**src/rtl/cache_ram_burst_bridge_pkg.sv**
```systemverilog
// Shared types and elaboration helpers for the cache/RAM burst bridge.
//   bridge_state_t : transaction FSM states
//   beats()        : RAM beats needed to move one cache block
//   idx_width()    : beat index width, never narrower than one bit
package cache_ram_burst_bridge_pkg;

    typedef enum logic [1:0] {
        IDLE = 2'd0,
        WB   = 2'd1,
        FILL = 2'd2,
        DONE = 2'd3
    } bridge_state_t;

    function automatic int beats(input int blocks, input int ram_words);
        return blocks / ram_words;
    endfunction

    function automatic int idx_width(input int n);
        return (n > 1) ? $clog2(n) : 1;
    endfunction

endpackage

```
**src/rtl/cache_ram_burst_bridge_beat_sequencer.sv**
```systemverilog
// Beat sequencer: walks BEATS beat slots starting at a loadable index,
// wrapping from BEATS-1 back to 0, and flags the final beat of the walk.
//   clock, reset : clock and synchronous active-high reset
//   load         : start a new walk at start_idx
//   start_idx    : first beat slot of the walk
//   advance      : current beat accepted, step to the next slot
//   idx          : current beat slot
//   last         : current beat is the final one of the walk
module beat_sequencer
    import cache_ram_burst_bridge_pkg::*;
#(
    parameter int BEATS = 4,
    parameter int IW    = idx_width(BEATS)
) (
    input  logic          clock,
    input  logic          reset,
    input  logic          load,
    input  logic [IW-1:0] start_idx,
    input  logic          advance,
    output logic [IW-1:0] idx,
    output logic          last
);

    localparam logic [IW-1:0] LAST_IDX = IW'(BEATS - 1);

    logic [IW-1:0] idx_q, idx_d;
    logic [IW-1:0] cnt_q, cnt_d;

    always_comb begin
        idx_d = idx_q;
        cnt_d = cnt_q;
        if (load) begin
            idx_d = start_idx;
            cnt_d = '0;
        end else if (advance) begin
            // explicit wrap keeps the slot order correct for critical-word-first
            idx_d = (idx_q == LAST_IDX) ? '0 : idx_q + IW'(1);
            cnt_d = cnt_q + IW'(1);
        end
    end

    always_ff @(posedge clock) begin
        if (reset) begin
            idx_q <= '0;
            cnt_q <= '0;
        end else begin
            idx_q <= idx_d;
            cnt_q <= cnt_d;
        end
    end

    assign idx  = idx_q;
    assign last = (cnt_q == LAST_IDX);

endmodule

```
**src/rtl/cache_ram_burst_bridge.sv**
```systemverilog
// Cache/RAM burst bridge: moves whole cache blocks between the L1 miss port
// and a narrower beat-wide RAM, with optional writeback before refill and
// optional critical-word-first refill order.
//   clock, reset      : clock and synchronous active-high reset
//   mem_req/mem_we    : block transaction request, writeback-first flag
//   mem_addr          : refill byte address; mem_wb_addr : victim byte address
//   mem_write_block   : victim block (word 0 in LSBs)
//   mem_read_block    : refilled block (word 0 in LSBs)
//   mem_miss          : transaction still in progress
//   ram_req/ram_we    : beat request and direction
//   ram_addr          : beat byte address; ram_write_data/ram_read_data : beat data
//   ram_miss          : RAM stall, beat accepted when ram_req && !ram_miss
//   wb_count/fill_count/stall_count : completed writebacks, refills, stall cycles
//
// state | meaning
// IDLE  | waiting for mem_req, latches both block bases on request
// WB    | writing victim beats 0..BEATS-1 to RAM
// FILL  | reading refill beats from the start slot, wrapping
// DONE  | one cycle with mem_miss low, result stable
module cache_ram_burst_bridge
    import cache_ram_burst_bridge_pkg::*;
#(
    parameter int BLOCKS    = 4,
    parameter int RAM_WORDS = 1,
    parameter int CWF       = 0
) (
    input  logic                     clock,
    input  logic                     reset,
    input  logic                     mem_req,
    input  logic                     mem_we,
    input  logic [31:0]              mem_addr,
    input  logic [31:0]              mem_wb_addr,
    input  logic [BLOCKS*32-1:0]     mem_write_block,
    output logic [BLOCKS*32-1:0]     mem_read_block,
    output logic                     mem_miss,
    output logic                     ram_req,
    output logic                     ram_we,
    output logic [31:0]              ram_addr,
    output logic [RAM_WORDS*32-1:0]  ram_write_data,
    input  logic [RAM_WORDS*32-1:0]  ram_read_data,
    input  logic                     ram_miss,
    output logic [31:0]              wb_count,
    output logic [31:0]              fill_count,
    output logic [31:0]              stall_count
);

    localparam int BEATS     = beats(BLOCKS, RAM_WORDS);
    localparam int IW        = idx_width(BEATS);
    localparam int BEAT_BITS = RAM_WORDS * 32;
    localparam int BEAT_SH   = $clog2(RAM_WORDS * 4);
    localparam logic [31:0] BLOCK_MASK = 32'(BLOCKS * 4 - 1);

    if ((BLOCKS % RAM_WORDS) != 0) begin : g_cfg_check
        $error("cache_ram_burst_bridge: RAM_WORDS must divide BLOCKS");
    end

    bridge_state_t          state_q, state_d;
    logic [31:0]            wb_base_q, wb_base_d;
    logic [31:0]            fill_base_q, fill_base_d;
    logic [IW-1:0]          fill_start_q, fill_start_d;
    logic [31:0]            addr_hold_q, addr_hold_d;
    logic [BEAT_BITS-1:0]   wdata_hold_q, wdata_hold_d;
    logic [BLOCKS*32-1:0]   rblock_q, rblock_d;
    logic [31:0]            wb_cnt_q, wb_cnt_d;
    logic [31:0]            fill_cnt_q, fill_cnt_d;
    logic [31:0]            stall_cnt_q, stall_cnt_d;

    logic                   seq_load, seq_advance, seq_last;
    logic [IW-1:0]          seq_start, seq_idx;
    logic [IW-1:0]          req_fill_start;
    logic                   active, accept, wb_active;
    logic [31:0]            beat_addr;
    logic [BEAT_BITS-1:0]   beat_wdata;

    beat_sequencer #(.BEATS(BEATS), .IW(IW)) u_seq (
        .clock     (clock),
        .reset     (reset),
        .load      (seq_load),
        .start_idx (seq_start),
        .advance   (seq_advance),
        .idx       (seq_idx),
        .last      (seq_last)
    );

    // Beat holding the requested word; only meaningful with several beats.
    always_comb begin
        req_fill_start = '0;
        if (CWF != 0 && BEATS > 1) req_fill_start = mem_addr[BEAT_SH +: IW];
    end

    // Gating with reset makes the RAM side go quiet in the reset cycle itself.
    assign active     = (state_q == WB || state_q == FILL) && !reset;
    assign wb_active  = active && (state_q == WB);
    assign accept     = active && !ram_miss;
    assign beat_addr  = ((state_q == WB) ? wb_base_q : fill_base_q)
                      + (32'(seq_idx) << BEAT_SH);
    assign beat_wdata = mem_write_block[int'(seq_idx) * BEAT_BITS +: BEAT_BITS];

    always_comb begin
        state_d      = state_q;
        wb_base_d    = wb_base_q;
        fill_base_d  = fill_base_q;
        fill_start_d = fill_start_q;
        rblock_d     = rblock_q;
        wb_cnt_d     = wb_cnt_q;
        fill_cnt_d   = fill_cnt_q;
        stall_cnt_d  = stall_cnt_q;
        seq_load     = 1'b0;
        seq_advance  = 1'b0;
        seq_start    = fill_start_q;
        addr_hold_d  = active    ? beat_addr  : addr_hold_q;
        wdata_hold_d = wb_active ? beat_wdata : wdata_hold_q;

        case (state_q)
            IDLE: begin
                if (mem_req) begin
                    wb_base_d    = mem_wb_addr & ~BLOCK_MASK;
                    fill_base_d  = mem_addr & ~BLOCK_MASK;
                    fill_start_d = req_fill_start;
                    seq_load     = 1'b1;
                    seq_start    = mem_we ? '0 : req_fill_start;
                    state_d      = mem_we ? WB : FILL;
                end
            end
            WB: begin
                if (accept) begin
                    if (!mem_req) begin
                        state_d = IDLE;
                    end else if (seq_last) begin
                        wb_cnt_d = wb_cnt_q + 32'd1;
                        seq_load = 1'b1;
                        state_d  = FILL;
                    end else begin
                        seq_advance = 1'b1;
                    end
                end
            end
            FILL: begin
                if (accept) begin
                    // partial data is kept even if the request is abandoned
                    rblock_d[int'(seq_idx) * BEAT_BITS +: BEAT_BITS] = ram_read_data;
                    if (!mem_req) begin
                        state_d = IDLE;
                    end else if (seq_last) begin
                        fill_cnt_d = fill_cnt_q + 32'd1;
                        state_d    = DONE;
                    end else begin
                        seq_advance = 1'b1;
                    end
                end
            end
            DONE:    state_d = IDLE;
            default: state_d = IDLE;
        endcase

        if (active && ram_miss) stall_cnt_d = stall_cnt_q + 32'd1;
    end

    always_ff @(posedge clock) begin
        if (reset) begin
            state_q      <= IDLE;
            wb_base_q    <= '0;
            fill_base_q  <= '0;
            fill_start_q <= '0;
            addr_hold_q  <= '0;
            wdata_hold_q <= '0;
            rblock_q     <= '0;
            wb_cnt_q     <= '0;
            fill_cnt_q   <= '0;
            stall_cnt_q  <= '0;
        end else begin
            state_q      <= state_d;
            wb_base_q    <= wb_base_d;
            fill_base_q  <= fill_base_d;
            fill_start_q <= fill_start_d;
            addr_hold_q  <= addr_hold_d;
            wdata_hold_q <= wdata_hold_d;
            rblock_q     <= rblock_d;
            wb_cnt_q     <= wb_cnt_d;
            fill_cnt_q   <= fill_cnt_d;
            stall_cnt_q  <= stall_cnt_d;
        end
    end

    assign mem_miss       = mem_req && (state_q != DONE) && !reset;
    assign ram_req        = active;
    assign ram_we         = wb_active;
    assign ram_addr       = active    ? beat_addr  : addr_hold_q;
    assign ram_write_data = wb_active ? beat_wdata : wdata_hold_q;
    assign mem_read_block = rblock_q;
    assign wb_count       = wb_cnt_q;
    assign fill_count     = fill_cnt_q;
    assign stall_count    = stall_cnt_q;

endmodule

```
**config.mk**
```make
export PLATFORM = sky130hd
export DESIGN_NAME = cache_ram_burst_bridge
export DESIGN_NICKNAME = d
export VERILOG_FILES = /design/src/rtl/cache_ram_burst_bridge_pkg.sv /design/src/rtl/cache_ram_burst_bridge_beat_sequencer.sv /design/src/rtl/cache_ram_burst_bridge.sv
export SDC_FILE = /design/constraint.sdc
export NUM_CORES = 1
export LEC_CHECK = 0
export ABC_AREA = 1
export CORE_AREA = 5 5 201 203
export CTS_CLUSTER_SIZE = 25
export DETAILED_ROUTE_END_ITERATION = 8
export DIE_AREA = 0 0 206 208
export HOLD_SLACK_MARGIN = 0.03
export PLACE_DENSITY = 0.76
export SYNTH_ARGS = -nofsm -noshare
export SYNTH_HDL_FRONTEND = slang
export SYNTH_SLANG_ARGS = --single-unit
```
**constraint.sdc**
```tcl
create_clock -name clock -period 3.1 [get_ports clock]
set_clock_uncertainty 0.1 [all_clocks]
set_input_delay 0.465 -clock clock [delete_from_list [all_inputs] [get_ports clock]]
set_output_delay 0.465 -clock clock [all_outputs]
set_load 0.05 [all_outputs]
```
# Word level (Yosys, flattened, before mapping)

Cells that the tools add are included.
Widths: inputs -> output; s select.

Flip-flop bits (word level): 352
Input port bits: 229
Output and inout port bits: 291

Add/subtract/negate cells: 7
Equality and inequality tests: 11
Shifts and indexed selects: 3
Multiplexer cells: 27
Reduce and logical (&&, ||, !) cells: 18

Operator list:

| cell                      | number |
|---|---|
| $bwmux 128                | 1 |
| $shift 32x33->128 const A | 1 |
| $shiftx 128x8->32         | 1 |
| $shiftx 32x33->128        | 1 |
| $add 32x1->32 const B     | 3 |
| $mux 32                   | 3 |
| $neg 7->33                | 1 |
| $add 32x4->32             | 1 |
| $mux 2                    | 13 |
| $eq 2x2->1 const B        | 4 |
| $mux 1                    | 8 |
| $ne 2x2->1 const B        | 4 |
| $pmux 2 s4                | 1 |
| $reduce_and 4->1          | 2 |
| $logic_and 1x1->1         | 6 |
| $ne 3x3->1 const B        | 2 |
| $reduce_and 5->1          | 1 |
| $add 2x1->2 const B       | 2 |
| $reduce_and 2->1          | 2 |
| $reduce_or 2->1           | 2 |
| $eq 2x1->1 const B        | 1 |
| $logic_not 1->1           | 2 |
| $logic_not 2->1           | 1 |
| $pmux 1 s2                | 1 |
| 2 further kinds           | 2 |

# Logic depth before layout (Yosys ltp)

Depth after elaboration: 8
Mapped depth: 12
Mapped depth without buffers: 11

# Cells and area by module

Synthesis repeated with hierarchy kept, for this count alone.

Cells, all modules: 2,561
Area, all modules: 17,045.1 um^2

By module, submodules not included:

| module                 | times used | cells each | area an instance (um^2) | sequential area each (um^2) |
|---|---|---|---|---|
| cache_ram_burst_bridge | 1          | 2,531      | 16,837.4                | 6,966.7 |
| beat_sequencer         | 1          | 30         | 207.7                   | 80.1 |

# Worst setup path after synthesis

OpenSTA, ideal clock, no wires.

Kind: register -> output
Start: reg state_q[0]
End: out ram_addr[22]
Arrival time: 2,630 ps
Data required time: 2,535 ps
Setup slack: -95 ps
Cell stages (with the launch flop): 9
Path buffers: 2
Path through: dfxtp_1 > inv_1 > ha_1 > buf_4 > inv_2 > nor2_4 > buf_2 > o21ai_0 > o21ai_0

Longest elaborated chain between the ends: 4
Elaborated cells between the ends (all ways): 7
Those cells by class: add/sub (1); eq/ne (2); mux (2); reduce/logical (2)

RTL lines:

| element                                         | RTL line                      | source |
|---|---|---|
| start: declaration                              | cache_ram_burst_bridge.sv:57  | `bridge_state_t state_q, state_d;` |
| start signal: assignment                        | cache_ram_burst_bridge.sv:172 | `state_q <= state_d;` |
| $eq 2x1->1 / $eq 2x2->1 (equally long branches) | cache_ram_burst_bridge.sv:92  | `assign active = (state_q == WB \|\| state_q == FILL) && !reset;` |
| $logic_or 1x1->1 *                              | cache_ram_burst_bridge.sv:92  |  |
| $logic_and 1x1->1 *                             | cache_ram_burst_bridge.sv:92  |  |
| named net ram_req                               | cache_ram_burst_bridge.sv:36  | `output logic ram_req,` |
| $mux 32 *                                       | cache_ram_burst_bridge.sv:188 | `assign ram_addr = active ? beat_addr : addr_hold_q;` |
| end: declaration                                | cache_ram_burst_bridge.sv:38  | `output logic [31:0] ram_addr,` |

Mark *: on every way through the listed nets, which the timed path passes. The rest lies on a longest branch.

# Final worst setup path

Start: reg state_q[0]
End: out ram_addr[21]

Longest elaborated chain between the ends: 4
Elaborated cells between the ends (all ways): 7
Those cells by class: add/sub (1); eq/ne (2); mux (2); reduce/logical (2)

RTL lines:

| element                                                   | RTL line |
|---|---|
| $eq 2x1->1 / $eq 2x2->1 (equally long branches)           | cache_ram_burst_bridge.sv:92, cache_ram_burst_bridge.sv:95 |
| $mux 32 / $logic_or 1x1->1 (equally long branches)        | cache_ram_burst_bridge.sv:95, cache_ram_burst_bridge.sv:92 |
| $add 32x4->32 / $logic_and 1x1->1 (equally long branches) | cache_ram_burst_bridge.sv:96, cache_ram_burst_bridge.sv:92 |
| $mux 32 *                                                 | cache_ram_burst_bridge.sv:188 |

Every way passes the cells marked *; elsewhere a longest branch is shown, timed or not.

==> flow_metrics.tcl <==
set metrics [dict create \
    crit_path_max_incr_delay_ns 0.38 \
    rr_endpoint "wb_count[29]$_SDFFE_PP0P_" \
    synth_nets 2787 \
    clk_pin_slew_ns 0.06 \
    status "finished clean" \
    fin_crit_sh_pct 96.2 \
    drt-vias-per-instance 5.32 \
    crit_end "ram_addr[21]" \
    hp-start "reset" \
    ys_seq_elements 352 \
    crit_cells 8 \
    reg2reg_from "state_q[0]$_SDFFE_PP0P_" \
    tns_ns 0 \
    dr.pass1.iters 5 \
    dieArea_um2 42800 \
    grt_usage_pct 27.3 \
    synthTopCellsByCount "nor2_1, nand2_1, dfxtp_1" \
    r2r_slack_ns 0.51 \
    antenna_found_initial 7 \
    tightest_slew_ns 1.22 \
    gp_congestion 0.951 \
    portBuffers 511 \
    synth_enable_flop_cells 0 \
    grt_max_degree 165 \
    synthTopCellsByArea "dfxtp_1, nor2_1, nand2_1" \
    cts_tree "built" \
    yosysUniqueCellTypes 37 \
    final_nets 3221 \
    yosys_warnings 0 \
    synth_top_area_cell "dfxtp_1" \
    vdd_drop_max_mv 0.450 \
    die_y_um 208 \
    htree_num_levels 2 \
    initial_core_util_pct 43.9 \
    grt_pass1_wl_um 95600 \
    route.detailed.drc 0 \
    leakagePower_nw 9.16 \
    reg2reg_depth 12 \
    slowest_stage "dfxtp_1" \
    finalCriticalPeriod_ns 2.98 \
    ctsHoldBuffers 0 \
    dr_total_vias 18800 \
    synth_area_per_cell_um2 6.61 \
    yosys_most_used_dff "dfxtp_1" \
    critPathTopFamily "simple AND/OR/NAND/NOR gates" \
    syn_inst 2543 \
    finalMaxSlewViolations 0 \
    start_kind "flop" \
    synth_top_area_share_pct 41.9 \
    initialDrtViolationCount 1845 \
    die_w_um 206 \
    row_count 72 \
    grt_pass1_vias 17600 \
    clk_path_buf_depth 3 \
    drv_cap 0 \
    path_cells "inv_1 -> ha_1 -> buf_6 -> nand2_8 -> nor2_1 -> o21ai_0 -> nand2_1 -> buf_12" \
    totalWireLength_um 62400 \
    ioPinCount 520 \
    grt_setup_unrepaired "yes" \
    cts_made_buffers 40 \
    critical_path_arrival_ns 2.42 \
    fin_util_pct 63.7 \
    overflow 0 \
    routedWlPerCell_um 17.7 \
    detailed_place_hpwl_um 44400 \
    setup_violations 0 \
    crit_buf_inv 3 \
    clock_sinks 352 \
    yosysSeqAreaShare_pct 41.9 \
    syn_area_um2 16800 \
    relSlewSlack_pct 18.5 \
    fmax_ghz 0.335 \
    finalHoldViolations 0 \
    path_class "flop to output pin" \
    synth_most_common_cell "nor2_1" \
    drive_gt1_share_pct 6.79 \
    antenna_left 0 \
    clock-root-buffer "clkbuf_16" \
    crit_fanout 41 \
    hold_class "input pin to flop" \
    async_reset_ff_share_pct 0 \
    critPathCaptureType "output pin" \
    syn2layout_area_growth_pct 45.1 \
    clk_latency_ns 0.56 \
    core_um2 38300 \
    power_density_nw_per_um2 645 \
    cp.required_ns 2.53 \
    crit_start "state_q[0]$_SDFFE_PP0P_" \
]
what timing repair did:
item / in CTS / in global routing
cloned: 1 / 0
gates resized for setup: 3 / 8
pin swaps: 1 / 1
endpoints found under the setup margin: 55 / 51
buffers inserted: 2 / 6
final cells by class:
class	instances	area, µm²
well taps	518	648
multi-input cells	1868	8500
fillers	3327	13900
diodes	7	17.5
clock buffers	54	1190
repair buffers	550	6140
inverters	165	633
flip-flops and latches	352	7050
clock inverters	16	201
registers in the layout (all words and copies together), names as in the netlist, 28 cells and up:
register        cells
wb_count           32
wdata_hold_q       32
fill_count         32
stall_count        32
mem_read_block    128
wb_base_q          28
addr_hold_q        32
fill_base_q        28
report_power, final:
group	internal (mW)	switching, mW	total, mW
Sequential	4.87	0.164	5.04
Clock	3.02	1.93	4.95
Combinational	2.02	3.70	5.73
worst reg2reg max path, stage by stage (launching register included):
cell     delay [ns]
dfxtp_1        0.38
inv_1          0.11
ha_1           0.34
buf_6          0.18
nand3_4        0.11
buf_8          0.21
nor2_4         0.33
nand2_1        0.18
nor2_4         0.21
nand3_1        0.13
nand2_1        0.08
nand2_1        0.05
nor2_1         0.11
layout by cell type, fill, tap and decap left out, types with 12 or more instances in the layout:
cell type | synthesis | final
nor3_1 | 53 | 53
a21oi_1 | 202 | 202
o21ai_1 | 13 | 22
o21ai_0 | 218 | 209
buf_4 | 5 | 33
clkdlybuf4s50_1 | 0 | 443
nand2_1 | 475 | 475
clkbuf_16 | 0 | 43
buf_12 | 0 | 71
and2_1 | 20 | 20
nor2_1 | 547 | 547
nand3_1 | 236 | 236
nand4_1 | 30 | 30
ha_1 | 15 | 14
inv_1 | 160 | 157
nor2_4 | 11 | 12
dfxtp_1 | 352 | 351
cell families (layout without fill, tap and decap cells):
logic type | after synthesis | in the layout | share of synthesized area (%)
other | 0 | 7 | 0
AND/OR/NAND/NOR | 1388 | 1389 | 34.9
buffers and inverters | 324 | 785 | 7.63
adder cells (fa/ha/maj) | 15 | 15 | 1.12
AO/OA/AOI/OAI | 446 | 446 | 13.4
XOR/XNOR | 18 | 18 | 0.938
flip-flops | 352 | 352 | 41.9
worst min path at each step:
stage,to,slack [ns],cells past startpoint
after floorplan,addr_hold_q[0]$_SDFF_PP0_,0.32,2
after global placement,addr_hold_q[0]$_SDFF_PP0_,0.33,2
after detailed placement,addr_hold_q[0]$_SDFF_PP0_,0.33,2
after CTS,fill_start_q[0]$_SDFF_PP0_,0.07,2
after global routing,fill_start_q[0]$_SDFF_PP0_,0.08,2
final,fill_start_q[0]$_SDFF_PP0_,0.1,2
metal layers:
layer,vias to the layer above,GRT usage [%],wire [µm]
met2,890,45.3,29500
met4,0,12.1,3060
met3,165,6.38,5680
met1,8617,33.6,24200
met5,-,0,0
li1,9095,-,-
through the flow:
step	hold slack, ns	area (µm²)	std cells	setup WS [ns]	power, mW
2_1_floorplan	0.315	16800	2543	0.267	8.40
3_3_place_gp	0.329	22800	3444	0.453	10.6
3_5_place_dp	0.334	22800	3444	0.356	10.7
4_1_cts	0.0705	24300	3517	0.0393	15.7
5_1_grt	0.0824	24400	3530	-0.0439	16.4
6_report	0.0951	24400	3530	0.118	15.7
No activity file was read; power rests on OpenSTA's default activity.
